==> src/rtl/nat_lookup_arbiter_if.sv <==
// Handshake bundle between packet-rewrite pipelines, the
// lookup arbiter and the connection-hash engine.
interface nat_lookup_arbiter_if #(
  parameter int NUM_REQ = 2
);
  logic [NUM_REQ*128-1:0] req_tuple_i;
  logic [NUM_REQ-1:0]     req_valid_i;
  logic [NUM_REQ-1:0]     rsp_valid_o;
  logic [15:0]            rsp_data_o;
  logic                   rsp_timeout_o;
  logic [127:0]           tuple_data_o;
  logic                   tuple_valid_o;
  logic [15:0]            conn_data_i;
  logic                   conn_valid_i;

  modport master (
    output req_tuple_i, req_valid_i,
    output conn_data_i, conn_valid_i,
    input  rsp_valid_o, rsp_data_o, rsp_timeout_o,
    input  tuple_data_o, tuple_valid_o
  );

  modport slave (
    input  req_tuple_i, req_valid_i,
    input  conn_data_i, conn_valid_i,
    output rsp_valid_o, rsp_data_o, rsp_timeout_o,
    output tuple_data_o, tuple_valid_o
  );
endinterface

==> src/rtl/nat_lookup_arbiter.sv <==
// Round-robin arbiter sharing one hash lookup engine.
// Optional stats counters: define NAT_ARB_STATS_EN.
module nat_lookup_arbiter #(
  parameter int NUM_REQ        = 2,
  parameter int TIMEOUT_CYCLES = 1024
) (
  input  logic                 clk,
  input  logic                 reset,
  nat_lookup_arbiter_if.slave  bus,
  output logic                 busy_o,
  output logic [31:0]          lookup_cnt_o,
  output logic [31:0]          timeout_cnt_o
);

  localparam int GW = $clog2(NUM_REQ);
  localparam int CW = $clog2(TIMEOUT_CYCLES);
  localparam logic [GW-1:0] LAST_REQ = GW'(NUM_REQ - 1);
  localparam logic [CW-1:0] TO_LAST  = CW'(TIMEOUT_CYCLES - 1);

  typedef enum logic [1:0] {
    S_IDLE,
    S_WAIT,
    S_RESP,
    S_GAP
  } state_t;

  state_t        r_state;
  state_t        w_next;
  logic [GW-1:0] r_last;
  logic [GW-1:0] w_grant;
  logic [GW-1:0] w_cand;
  logic          w_any;
  logic [CW-1:0] r_tcnt;
  logic [127:0]  r_tuple;
  logic [15:0]   r_rsp_data;
  logic          r_rsp_to;
  logic          w_hit;
  logic          w_expire;
  logic          w_take;

  assign w_hit    = (r_state == S_WAIT) && bus.conn_valid_i;
  assign w_expire = (r_state == S_WAIT) && !bus.conn_valid_i
                    && (r_tcnt == TO_LAST);
  assign w_take   = (r_state == S_IDLE) && w_any;

  // Round-robin search starting just after the last grant
  always_comb begin
    w_grant = r_last;
    w_cand  = r_last;
    w_any   = 1'b0;
    for (int k = 1; k <= NUM_REQ; k++) begin
      w_cand = GW'((int'(r_last) + k) % NUM_REQ);
      if (!w_any && bus.req_valid_i[w_cand]) begin
        w_grant = w_cand;
        w_any   = 1'b1;
      end
    end
  end

  // State register
  always_ff @(posedge clk) begin
    if (!reset) r_state <= S_IDLE;
    else        r_state <= w_next;
  end

  // Next-state logic
  always_comb begin
    w_next = r_state;
    unique case (r_state)
      S_IDLE: if (w_any) w_next = S_WAIT;
      S_WAIT: if (w_hit || w_expire) w_next = S_RESP;
      S_RESP: w_next = S_GAP;
      S_GAP:  w_next = S_IDLE;
      default: w_next = S_IDLE;
    endcase
  end

  // Grant pointer, latched tuple, timeout counter, response data
  always_ff @(posedge clk) begin
    if (!reset) begin
      r_last     <= LAST_REQ;
      r_tuple    <= '0;
      r_tcnt     <= '0;
      r_rsp_data <= '0;
      r_rsp_to   <= 1'b0;
    end else begin
      if (w_take) begin
        r_last  <= w_grant;
        r_tuple <= bus.req_tuple_i[int'(w_grant)*128 +: 128];
        r_tcnt  <= '0;
      end
      if (r_state == S_WAIT) r_tcnt <= r_tcnt + 1'b1;
      if (w_hit) begin
        r_rsp_data <= bus.conn_data_i;
        r_rsp_to   <= 1'b0;
      end else if (w_expire) begin
        r_rsp_data <= '0;
        r_rsp_to   <= 1'b1;
      end
    end
  end

  // State-decoded outputs
  always_comb begin
    bus.rsp_valid_o   = '0;
    bus.tuple_valid_o = 1'b0;
    busy_o            = (r_state != S_IDLE);
    if (r_state == S_RESP)
      bus.rsp_valid_o = NUM_REQ'(1) << r_last;
    if (r_state == S_WAIT)
      bus.tuple_valid_o = 1'b1;
  end

  assign bus.tuple_data_o  = r_tuple;
  assign bus.rsp_data_o    = r_rsp_data;
  assign bus.rsp_timeout_o = r_rsp_to;

`ifdef NAT_ARB_STATS_EN
  logic [31:0] r_lookup_cnt;
  logic [31:0] r_timeout_cnt;

  // Saturating grant and timeout statistics
  always_ff @(posedge clk) begin
    if (!reset) begin
      r_lookup_cnt  <= '0;
      r_timeout_cnt <= '0;
    end else begin
      if (w_take && (r_lookup_cnt != 32'hFFFF_FFFF))
        r_lookup_cnt <= r_lookup_cnt + 32'd1;
      if ((r_state == S_RESP) && r_rsp_to
          && (r_timeout_cnt != 32'hFFFF_FFFF))
        r_timeout_cnt <= r_timeout_cnt + 32'd1;
    end
  end

  assign lookup_cnt_o  = r_lookup_cnt;
  assign timeout_cnt_o = r_timeout_cnt;
`else
  assign lookup_cnt_o  = '0;
  assign timeout_cnt_o = '0;
`endif

endmodule

==> src/flat_wrapper.sv <==
// flat-port wrapper written by rule: the top's interface ports become plain ports
module nat_lookup_arbiter_flat 
#(
  parameter int NUM_REQ        = 2,
  parameter int TIMEOUT_CYCLES = 1024
)
  (clk, reset, busy_o, lookup_cnt_o, timeout_cnt_o, bus_req_tuple_i, bus_req_valid_i, bus_conn_data_i, bus_conn_valid_i, bus_rsp_valid_o, bus_rsp_data_o, bus_rsp_timeout_o, bus_tuple_data_o, bus_tuple_valid_o);
  nat_lookup_arbiter_if #(.NUM_REQ(NUM_REQ)) bus_i ();
  input  logic clk;
  input  logic reset;
  output logic busy_o;
  output logic [31:0] lookup_cnt_o;
  output logic [31:0] timeout_cnt_o;
  input wire logic [$bits(bus_i.req_tuple_i)-1:0] bus_req_tuple_i;
  input wire logic [$bits(bus_i.req_valid_i)-1:0] bus_req_valid_i;
  input wire logic [$bits(bus_i.conn_data_i)-1:0] bus_conn_data_i;
  input wire logic [$bits(bus_i.conn_valid_i)-1:0] bus_conn_valid_i;
  output wire logic [$bits(bus_i.rsp_valid_o)-1:0] bus_rsp_valid_o;
  output wire logic [$bits(bus_i.rsp_data_o)-1:0] bus_rsp_data_o;
  output wire logic [$bits(bus_i.rsp_timeout_o)-1:0] bus_rsp_timeout_o;
  output wire logic [$bits(bus_i.tuple_data_o)-1:0] bus_tuple_data_o;
  output wire logic [$bits(bus_i.tuple_valid_o)-1:0] bus_tuple_valid_o;
  assign bus_i.req_tuple_i = bus_req_tuple_i;
  assign bus_i.req_valid_i = bus_req_valid_i;
  assign bus_i.conn_data_i = bus_conn_data_i;
  assign bus_i.conn_valid_i = bus_conn_valid_i;
  assign bus_rsp_valid_o = bus_i.rsp_valid_o;
  assign bus_rsp_data_o = bus_i.rsp_data_o;
  assign bus_rsp_timeout_o = bus_i.rsp_timeout_o;
  assign bus_tuple_data_o = bus_i.tuple_data_o;
  assign bus_tuple_valid_o = bus_i.tuple_valid_o;
  nat_lookup_arbiter #(.NUM_REQ(NUM_REQ), .TIMEOUT_CYCLES(TIMEOUT_CYCLES)) u_core (.clk(clk), .reset(reset), .bus(bus_i), .busy_o(busy_o), .lookup_cnt_o(lookup_cnt_o), .timeout_cnt_o(timeout_cnt_o));
endmodule
==> config.mk <==
export PLATFORM = sky130hd
export DESIGN_NAME = nat_lookup_arbiter_flat
export DESIGN_NICKNAME = d
export VERILOG_FILES = /design/src/rtl/nat_lookup_arbiter_if.sv /design/src/rtl/nat_lookup_arbiter.sv /design/src/flat_wrapper.sv
export SDC_FILE = /design/constraint.sdc
export NUM_CORES = 1
export LEC_CHECK = 0
export ABC_CLOCK_PERIOD_IN_PS = 2100
export BUFFER_PORTS_ARGS = -buffer_cell sky130_fd_sc_hd__buf_2
export CAP_MARGIN = 5
export CORE_AREA = 2 2 192 194
export CTS_CLUSTER_SIZE = 20
export DETAILED_ROUTE_END_ITERATION = 10
export DIE_AREA = 0 0 194 196
export PLACE_DENSITY = 0.56
export SETUP_SLACK_MARGIN = 0.1
export SLEW_MARGIN = 20
export SYNTH_ARGS = -nofsm -noshare
export SYNTH_HDL_FRONTEND = slang
export SYNTH_SLANG_ARGS = --single-unit
export TNS_END_PERCENT = 10
==> constraint.sdc <==
create_clock -name clk -period 2.1 [get_ports clk]
set_clock_uncertainty 0.15 [all_clocks]
set_input_delay 0.21 -clock clk [delete_from_list [all_inputs] [get_ports clk]]
set_output_delay 0.21 -clock clk [all_outputs]
set_load 0.01 [all_outputs]
# Word-level counts from Yosys, hierarchy flattened

Cells that the tools add are included.

Logic and storage cells: 51
Bits in latches: 0
RAM bits: 0
Output and inout bits: 213
Memory bits (read-only): 0
Memories kept: 0
Input port bits: 277
Flip-flop bits (word level): 158

Div/mod/pow operators: 0
Add/subtract/negate cells: 3
Shift operators: 2
Eq/ne operators: 6
Mux-type cells: 17
Multipliers: 0
Order comparisons: 2
Bitwise gates (word level): 1
Reduce and logical (&&, ||, !) cells: 14

Operators by type and width:

| kind                                                       | number |
|---|---|
| indexed part select 256 x 9 -> 128 bit                     | 1 |
| two-way mux 16 bit                                         | 2 |
| two-way mux 10 bit                                         | 2 |
| adder 10 x 1 -> 10 bit, second input constant              | 1 |
| == test 10 bit, second input constant                      | 1 |
| two-way mux 1 bit                                          | 9 |
| case mux 2 bit (4 select lines)                            | 1 |
| two-way mux 2 bit                                          | 3 |
| nonzero test 2 bit                                         | 3 |
| logical AND 1 bit                                          | 5 |
| == test 2 bit, second input constant                       | 2 |
| less-than comparator 1 x 2 -> 1 bit, second input constant | 2 |
| adder 1 bit, second input constant                         | 2 |
| == test 2 x 1 -> 1 bit, second input constant              | 1 |
| zero test 1 bit                                            | 2 |
| zero test 2 bit                                            | 1 |
| != test 2 x 1 -> 1 bit, second input constant              | 1 |
| != test 2 bit, second input constant                       | 1 |
| AND reduction 2 bit                                        | 1 |
| OR reduction 2 bit                                         | 1 |
| << shifter 1 x 1 -> 2 bit, first input constant            | 1 |
| logical OR 1 bit                                           | 1 |
| NOT 1 bit                                                  | 1 |

# Longest topological paths before layout

Gate-level depths: netlist of run 1.

Depth in word-level cells: 10
Depth in mapped cells: 8
Mapped depth without buffers: 6

# Worst setup path before layout of run 1

Ideal clock, no wire load.

Path type: reg2reg
From: register u_core.r_tcnt[0]
To: register u_core.r_rsp_data[10] (netlist: u_core.bus.rsp_data_o[10])
Arrival time: 1.523 ns
Buffers on the path: 1
Clock period less this slack: 1.790 ns
Setup time: 0.117 ns
Stages on the path, launching flop included: 7
Slack: 0.310 ns
Required time: 1.833 ns
Path through: dfxtp_1 ha_1 nand4_1 nor3_2 o31ai_4 buf_6 a22o_1

Word-level cells in the longest chain between the ends: 3

Ends and longest elaborated chain:

| item                                | RTL line                 | text |
|---|---|---|
| start, declared                     | nat_lookup_arbiter.sv:33 | `logic [CW-1:0] r_tcnt;` |
| start signal, assigned              | nat_lookup_arbiter.sv:92 | `if (r_state == S_WAIT) r_tcnt <= r_tcnt + 1'b1;` |
| == test 10 bit                      | nat_lookup_arbiter.sv:43 | `&& (r_tcnt == TO_LAST);` |
| logical AND 1 bit                   | nat_lookup_arbiter.sv:43 |  |
| nonzero test 2 bit (no source line) | -                        |  |
| end signal, assigned                | nat_lookup_arbiter.sv:94 | `r_rsp_data <= bus.conn_data_i;` |
| end, declared                       | nat_lookup_arbiter.sv:35 | `logic [15:0] r_rsp_data;` |

Every way passes these cells.
A chain may end at the register's enable or synchronous reset.

# Final worst setup path of run 1

From: register u_core.r_last
To: register u_core.r_tuple[43] (netlist: u_core.bus.tuple_data_o[43])

Word-level cells in the longest chain between the ends: 8
Elaborated cells on any way between the ends: 14
Those cells by class: add/sub (2); shift (1); mux (8); reduce/logical (3)

Ends and longest elaborated chain:

| item                                                                               | RTL line                                           | text |
|---|---|---|
| start, declared                                                                    | nat_lookup_arbiter.sv:29                           | `logic [GW-1:0] r_last;` |
| start signal, assigned                                                             | nat_lookup_arbiter.sv:88                           | `r_last <= w_grant;` |
| adder 1 bit                                                                        | nat_lookup_arbiter.sv:52                           | `w_cand = GW'((int'(r_last) + k) % NUM_REQ);` |
| two-way mux 1 bit (not written as such) (2 in a row)                               | nat_lookup_arbiter.sv:53                           | `if (!w_any && bus.req_valid_i[w_cand]) begin` |
| two-way mux 1 bit                                                                  | nat_lookup_arbiter.sv:53                           |  |
| zero test 1 bit                                                                    | nat_lookup_arbiter.sv:53                           |  |
| logical AND 1 bit                                                                  | nat_lookup_arbiter.sv:53                           |  |
| two-way mux 1 bit                                                                  | nat_lookup_arbiter.sv:53                           |  |
| indexed part select 256 x 9 -> 128 bit / logical AND 1 bit (equally long branches) | nat_lookup_arbiter.sv:89, nat_lookup_arbiter.sv:44 |  |
| end signal, assigned                                                               | nat_lookup_arbiter.sv:89                           | `r_tuple <= bus.req_tuple_i[int'(w_grant)*128 +: 128];` |
| end, declared                                                                      | nat_lookup_arbiter.sv:34                           | `logic [127:0] r_tuple;` |

Parallel ways exist; a longest one is shown, timed or not. The select of a mux whose other input is x is not followed.

==> metrics.csv, run 1 <==
metric;value;unit
status;finished clean;
Setup WS post-layout;0.2320;ns
Power Density;1043;nW/um2
sequential share of power;32.8;%
CP Buf/Inv Count;2;
initial core utilization;20.51;%
Clock Latency Late Sink;0.44;ns
Post-Layout Cell Count;1885;
Psw;4.919;mW
Distinct cells, synth;42;
placed instance count;1626;
number of synthesized flops with an enable pin;0;
Worst path slowest cell;dfxtp_1;
number of global-route vias before repair;8108;
Synth area leaders;dfxtp_1, mux2i_1, a211oi_1;
Placement Setup Slack;0.1423;ns
DR iter-0 viols;249;
Tmin final;1.868;ns
Tcrit/Tclk final;88.95;%
row count;70;
critical path, cell by cell;nand2_1 > o21ai_4 > buf_12 > buf_12 > mux2i_1 > a211oi_1;
Seq/Total Area, Yosys;42.73;%
relative slew slack;55.11;%
Gate Count Post-Synth;766;
# setup viols final;0;
Multi-input gate area;3638;um2
most common flop cell mapped by yosys;dfxtp_1;
DR pass1 iterations;5;
critical path endpoint category;flop;
most used cell, CP;buf_12;
share of cells above drive strength 1;35.22;%
core area;36080;um2
CTS sink count;158;
Max clock buf depth;2;
Register Area;3163;um2
initial antenna violation count;0;
Worst Path Required;2.28;ns
setup slack, reg-to-reg;0.23;ns
measured slew at the worst slew-check pin;0.6733;ns
leading cell types by count after synthesis;dfxtp_1, nor2_1, a211oi_1;
maximum clock rate;535.3;MHz
worst reg-to-reg path cell count;6;
Routed Antenna Nets;0;
first-pass GRT wire length;41860;um
cell area after synthesis;7402;um2
Chip Width;194;um
RSZ-0062 raised after global routing;true;
leakage power;6.166;nW
logic gate share of total power;43.2;%
largest net degree at the start of global routing;77;
most frequent cell after synthesis;dfxtp_1;
Die Footprint;38020;um2
Layout Nets;1688;
I/O pin total;490;
maximum capacitance violations;0;
Via density;4.205;
ant diodes;0;
Slew Viols, Final;0;
clk slew on worst S/H paths;0.06;ns
height of the die;196;um
critical-path maximum fanout;28;
WL final;27450;um
P&R area growth vs syn;72.80;%
fill count;3541;
asr flop ratio synth;0;%
syn avg cell area;9.663;um2
final hold viol count;0;
HPWL after DPL;17740;um
I/O Buffers;425;
gr usage total;13.74;%
Switching Share;36.88;%
Crit path max-delay family;buffers and inverters;
WHS Path Cells;3;
Critical Path AT;2.05;ns
Syn. warnings;0;
grt total ovfl;0;
clock share of power;24.0;%
type of the worst setup path;reg -> reg;
WP depth;6;
root buf cell;clkbuf_16;
H-tree levels;4;
crit-path max cell delay;0.43;ns
total CTS buffers;17;
Final Wtd Congestion;0.7744;
HP Class;in -> reg;
VDD IR-drop max;0.6380;mV
Avg WL per Cell;14.56;um
via count;7926;
Hold Worst Slack;0.01229;ns
post-synth top area share;42.73;%
dominant cell type by area after synthesis;dfxtp_1;
TritonCTS clock tree;done;
Int Pwr;8.421;mW
Yosys reg bits;158;
Layout Utilization;35.45;%
Fin Setup TNS;0;ns
Post-route DRC;0;
crit start category;flop;
-- layer usage --
| layer | vias up | global-route usage, % | wire length (um) |
|---|---|---|---|
| li1 | 3929 | - | - |
| met1 | 3567 | 14.83 | 10750 |
| met2 | 381 | 24.30 | 13730 |
| met3 | 49 | 5.003 | 2231 |
| met4 | 0 | 5.668 | 747 |
| met5 | - | 0 | 0 |
-- tightest hold or removal path, cell delays in order --
cell	delay, ns
buf_2	0.11
mux2i_1	0.13
a211oi_1	0.09
-- registers in the layout, summed over array words and instances (netlist names) --
signal,cells
u_core.r_tcnt,10
u_core.bus.rsp_data_o,16
u_core.r_state,2
u_core.bus.tuple_data_o,128
u_core.bus.rsp_timeout_o,1
u_core.r_last,1
-- stage by stage --
step                      area, um2  power (mW)
after global routing          12790       14.24
after floorplan                7639       7.750
after detailed placement       9864       9.754
final                         12790       13.34
after global placement         9864       9.667
after CTS                     12680       13.35
-- worst paths after layout --
| kind | startpoint | endpoint |
|---|---|---|
| worst min-delay path | bus_req_tuple_i[67] | u_core.bus.tuple_data_o[67]$_SDFFE_PN0P_ |
| worst max-delay path | u_core.r_last$_SDFFE_PN1P_ | u_core.bus.tuple_data_o[43]$_SDFFE_PN0P_ |
| worst min register to register | u_core.bus.rsp_data_o[11]$_SDFFE_PN0P_ | u_core.bus.rsp_data_o[11]$_SDFFE_PN0P_ |
| worst max register to register | u_core.r_last$_SDFFE_PN1P_ | u_core.bus.tuple_data_o[43]$_SDFFE_PN0P_ |
-- area by class of cell --
type	count	share of cell area, %
tap	468	4.578
sequential	158	24.73
multi-input combinational	538	28.45
clock inverter	10	1.096
inverter	5	0.1663
timing repair buffer	687	37.52
clock buffer	19	3.463
-- power by group through the flow --
stage | clock network (mW) | logic (mW) | registers (mW)
5_1_grt | 3.44 | 6.31 | 4.49
6_report | 3.20 | 5.76 | 4.38
3_5_place_dp | 0 | 5.33 | 4.43
3_3_place_gp | 0 | 5.27 | 4.40
2_1_floorplan | 0 | 2.91 | 4.84
4_1_cts | 3.32 | 5.65 | 4.37
-- cells in the final DEF, fill, tap and decap left out, drive strengths merged --
cell type,netlist,routed
clkinv,0,2
mux2i,130,130
and4,1,1
buf,102,459
a21oi,8,8
dfxtp,158,158
ha,4,4
a211oi,131,131
or4,2,2
clkbuf,26,20
and3,2,2
nor3,2,2
nor2b,1,1
nand2,10,10
nand4,3,3
conb,1,64
nor3b,1,1
inv,5,7
a22o,16,16
o211ai,2,2
o21a,2,2
clkinvlp,0,3
or3,1,1
a21o,1,1
a31oi,3,3
a41oi,2,2
nand3b,1,1
and2,2,2
o32a,1,1
bufinv,0,3
nand2b,1,1
nor2,135,135
dlygate4sd3,0,227
nand4b,1,1
o31ai,1,1
nand3,3,3
o21ai,6,6
o211a,1,1
-- kinds of logic after synthesis --
family	count (synthesis)	synth area share [%]
buffers and inverters	133	11.66
muxes	130	17.58
adders and majority gates	4	0.6762
other	1	0.05066
AOI/OAI and AO/OA	174	17.73
DFF	158	42.73
and+or+nand+nor	166	9.568
-- timing repair --
| item | 4_1_cts | 5_1_grt |
|---|---|---|
| gates resized for setup | 0 | 4 |
| endpoints found under the setup margin | 0 | 28 |
| endpoints found under the hold margin | 128 | 3 |
| hold buffers | 223 | 4 |
| setup buffers | 0 | 2 |
No activity file was read; power rests on OpenSTA's default activity.
==> inputs of run 2 (changes only) <==
ABC_AREA = 1   (was default)
CORE_AREA = 2 2 193 195   (was 2 2 192 194)
DIE_AREA = 0 0 195 197   (was 0 0 194 196)
PLACE_DENSITY = 0.57   (was 0.56)
==> run 2 against run 1 <==
Area after synthesis up 7.3%; critical path type unchanged; synthesized cell count is 43% higher; total power increased by 11%; register-to-register slack improved by 0.04 ns; global-route usage rose by 1.4 points; first-iteration DRC count is 57% higher.
==> metrics.csv, run 2 <==
metric;value;unit
Distinct cells, synth;28;
P&R area growth vs syn;71.10;%
Syn. warnings;0;
post-synth top area share;39.84;%
crit-path max cell delay;0.36;ns
leading cell types by count after synthesis;nand2_1, dfxtp_1, nand3_1;
Critical Path AT;2.00;ns
Worst path slowest cell;dfxtp_1;
crit start category;flop;
gr usage total;15.14;%
DR iter-0 viols;392;
Hold Crit Start;bus_req_tuple_i[62];
most common flop cell mapped by yosys;dfxtp_1;
maximum capacitance violations;0;
relative slew slack;50.97;%
DR pass1 iterations;5;
dominant cell type by area after synthesis;dfxtp_1;
max reg flops;128;
HP Class;in -> reg;
worst reg-to-reg path cell count;8;
Layout Utilization;37.46;%
Tcrit/Tclk final;87.23;%
number of global-route vias before repair;9532;
Die Footprint;38420;um2
initial antenna violation count;0;
initial core utilization;21.89;%
cell area after synthesis;7939;um2
TritonCTS clock tree;done;
commonest non-fill, non-tap cells in the layout;buf_2, nand2_1, dlygate4sd3_1, dfxtp_1, nand3_1;
critical-path maximum fanout;33;
core area;36260;um2
clk slew on worst S/H paths;0.06;ns
Chip Width;195;um
Worst Path Required;2.27;ns
number of synthesized flops with an enable pin;0;
critical path, cell by cell;inv_1 > ha_1 > o21ai_4 > clkinv_4 > buf_12 > buf_12 > o211ai_1 > inv_1;
Endpoint, Worst Hold;u_core.bus.tuple_data_o[62]$_SDFFE_PN0P_;
final hold viol count;0;
Layout Nets;2038;
Slew Viols, Final;0;
Final Wtd Congestion;0.8360;
I/O pin total;490;
Crit path max-delay family;buffers and inverters;
critical path endpoint category;flop;
measured slew at the worst slew-check pin;0.7347;ns
HPWL after DPL;18990;um
VDD IR-drop max;0.5675;mV
via count;9628;
Power Density;1087;nW/um2
Yosys reg bits;158;
Post-route DRC;0;
leakage power;7.210;nW
Tmin final;1.832;ns
total CTS buffers;17;
Fin Setup TNS;0;ns
WHS Path Cells;5;
root buf cell;clkbuf_16;
type of the worst setup path;reg -> reg;
# setup viols final;0;
largest net degree at the start of global routing;81;
asr flop ratio synth;0;%
worst r2r src;u_core.r_state[0]$_SDFFE_PN0P_;
share of cells above drive strength 1;28.02;%
Seq/Total Area, Yosys;39.84;%
setup slack, reg-to-reg;0.27;ns
RR Endpoint;u_core.bus.tuple_data_o[109]$_SDFFE_PN0P_;
CTS sink count;158;
Avg WL per Cell;13.32;um
Via density;4.302;
Synth area leaders;dfxtp_1, nand2_1, o211ai_1;
fill count;3589;
RSZ-0062 raised after global routing;false;
status;finished clean;
ant diodes;0;
WL final;29810;um
Max clock buf depth;2;
syn avg cell area;7.257;um2
Gate Count Post-Synth;1094;
I/O Buffers;425;
Clock Latency Late Sink;0.43;ns
CP Buf/Inv Count;5;
commonest non-fill, non-tap cell in the layout;buf_2;
grt total ovfl;0;
most frequent cell after synthesis;nand2_1;
row count;70;
height of the die;197;um
first-pass GRT wire length;46670;um
H-tree levels;4;
maximum clock rate;545.9;MHz
Routed Antenna Nets;0;
run 2: cell count changes in the layout (fill, tap and decap cells not counted), sizes merged, moves of 16 or more:
cell / change
nor2: -124
inv: +144
a22o: -16
dlygate4sd3: +38
a211oi: -129
a21oi: +18
o211ai: +127
mux2i: -130
nand2: +295
nand3: +147
run 2: area by class of cell:
cell class                 count  area (um2)  area share, %
timing repair buffer         722        5185          38.17
multi-input combinational    707        3463          25.50
clock inverter                10       127.6         0.9396
inverter                     151       574.3          4.228
clock buffer                  22       484.2          3.565
tap                          468       585.6          4.311
sequential                   158        3163          23.29
run 2: worst reg2reg max path, cell delays in order (launching register included):
cell and delay [ns]:
dfxtp_1 0.36, inv_1 0.07, ha_1 0.26, o21ai_4 0.12
clkinv_4 0.15, buf_12 0.19, buf_12 0.18, o211ai_1 0.18
inv_1 0.07
run 2: through the flow:
stage | power (mW) | setup WS, ns | area, um2 | hold slack, ns | std cells
final | 14.76 | 0.2681 | 13580 | 0.01224 | 2238
after global routing | 15.92 | 0.1111 | 13580 | 0.03814 | 2238
after CTS | 14.80 | 0.2162 | 13540 | 0.001628 | 2235
after detailed placement | 11.11 | 0.2249 | 10280 | 0.3125 | 1938
after global placement | 11.06 | 0.2824 | 10280 | 0.3055 | 1938
after floorplan | 8.734 | 0.4335 | 8175 | 0.2085 | 1157
run 2: where the power goes:
group / leakage [nW] / switching (mW) / internal, mW
sequential: 1.31 / 0.609 / 4.08
combinational: 5.62 / 3.95 / 2.91
clock: 0.287 / 1.32 / 1.89
total: 7.21 / 5.88 / 8.89
run 2: worst max path at each step:
stage / startpoint / to / slack (ns) / depth (start not counted)
final: u_core.r_state[0]$_SDFFE_PN0P_ / u_core.bus.tuple_data_o[109]$_SDFFE_PN0P_ / 0.27 / 8
after global routing: u_core.r_state[0]$_SDFFE_PN0P_ / u_core.bus.tuple_data_o[125]$_SDFFE_PN0P_ / 0.11 / 8
after CTS: u_core.r_state[0]$_SDFFE_PN0P_ / u_core.bus.tuple_data_o[1]$_SDFFE_PN0P_ / 0.22 / 9
after detailed placement: u_core.r_state[0]$_SDFFE_PN0P_ / u_core.bus.tuple_data_o[1]$_SDFFE_PN0P_ / 0.22 / 9
after global placement: u_core.r_state[1]$_SDFFE_PN0P_ / u_core.bus.tuple_data_o[79]$_SDFFE_PN0P_ / 0.28 / 9
after floorplan: u_core.r_state[1]$_SDFFE_PN0P_ / u_core.bus.rsp_data_o[10]$_SDFFE_PN0P_ / 0.43 / 8
run 2: kinds of logic (layout without fill, tap and decap cells):
group / Yosys count / after routing / synth area share [%]
AO/OA/AOI/OAI: 169 / 169 / 14.94
adder cells (fa/ha/maj): 4 / 4 / 0.6304
buffers and inverters: 292 / 905 / 19.67
flip-flops: 158 / 158 / 39.84
other: 1 / 64 / 0.04724
AND/OR/NAND/NOR: 470 / 470 / 24.87
run 2: routing by layer:
layer	up-vias	routed length, um	track usage [%]
li1	4746	-	-
met1	4301	11580	16.33
met2	466	14900	26.76
met3	115	1955	4.004
met4	0	1386	8.849
met5	-	0	0
run 2: timing repair:
item,in CTS,in global routing
endpoints found under the setup margin,0,31
resized for setup,0,2
hold endpoints to repair,151,0
hold buffers,265,0
setup buffers,0,3
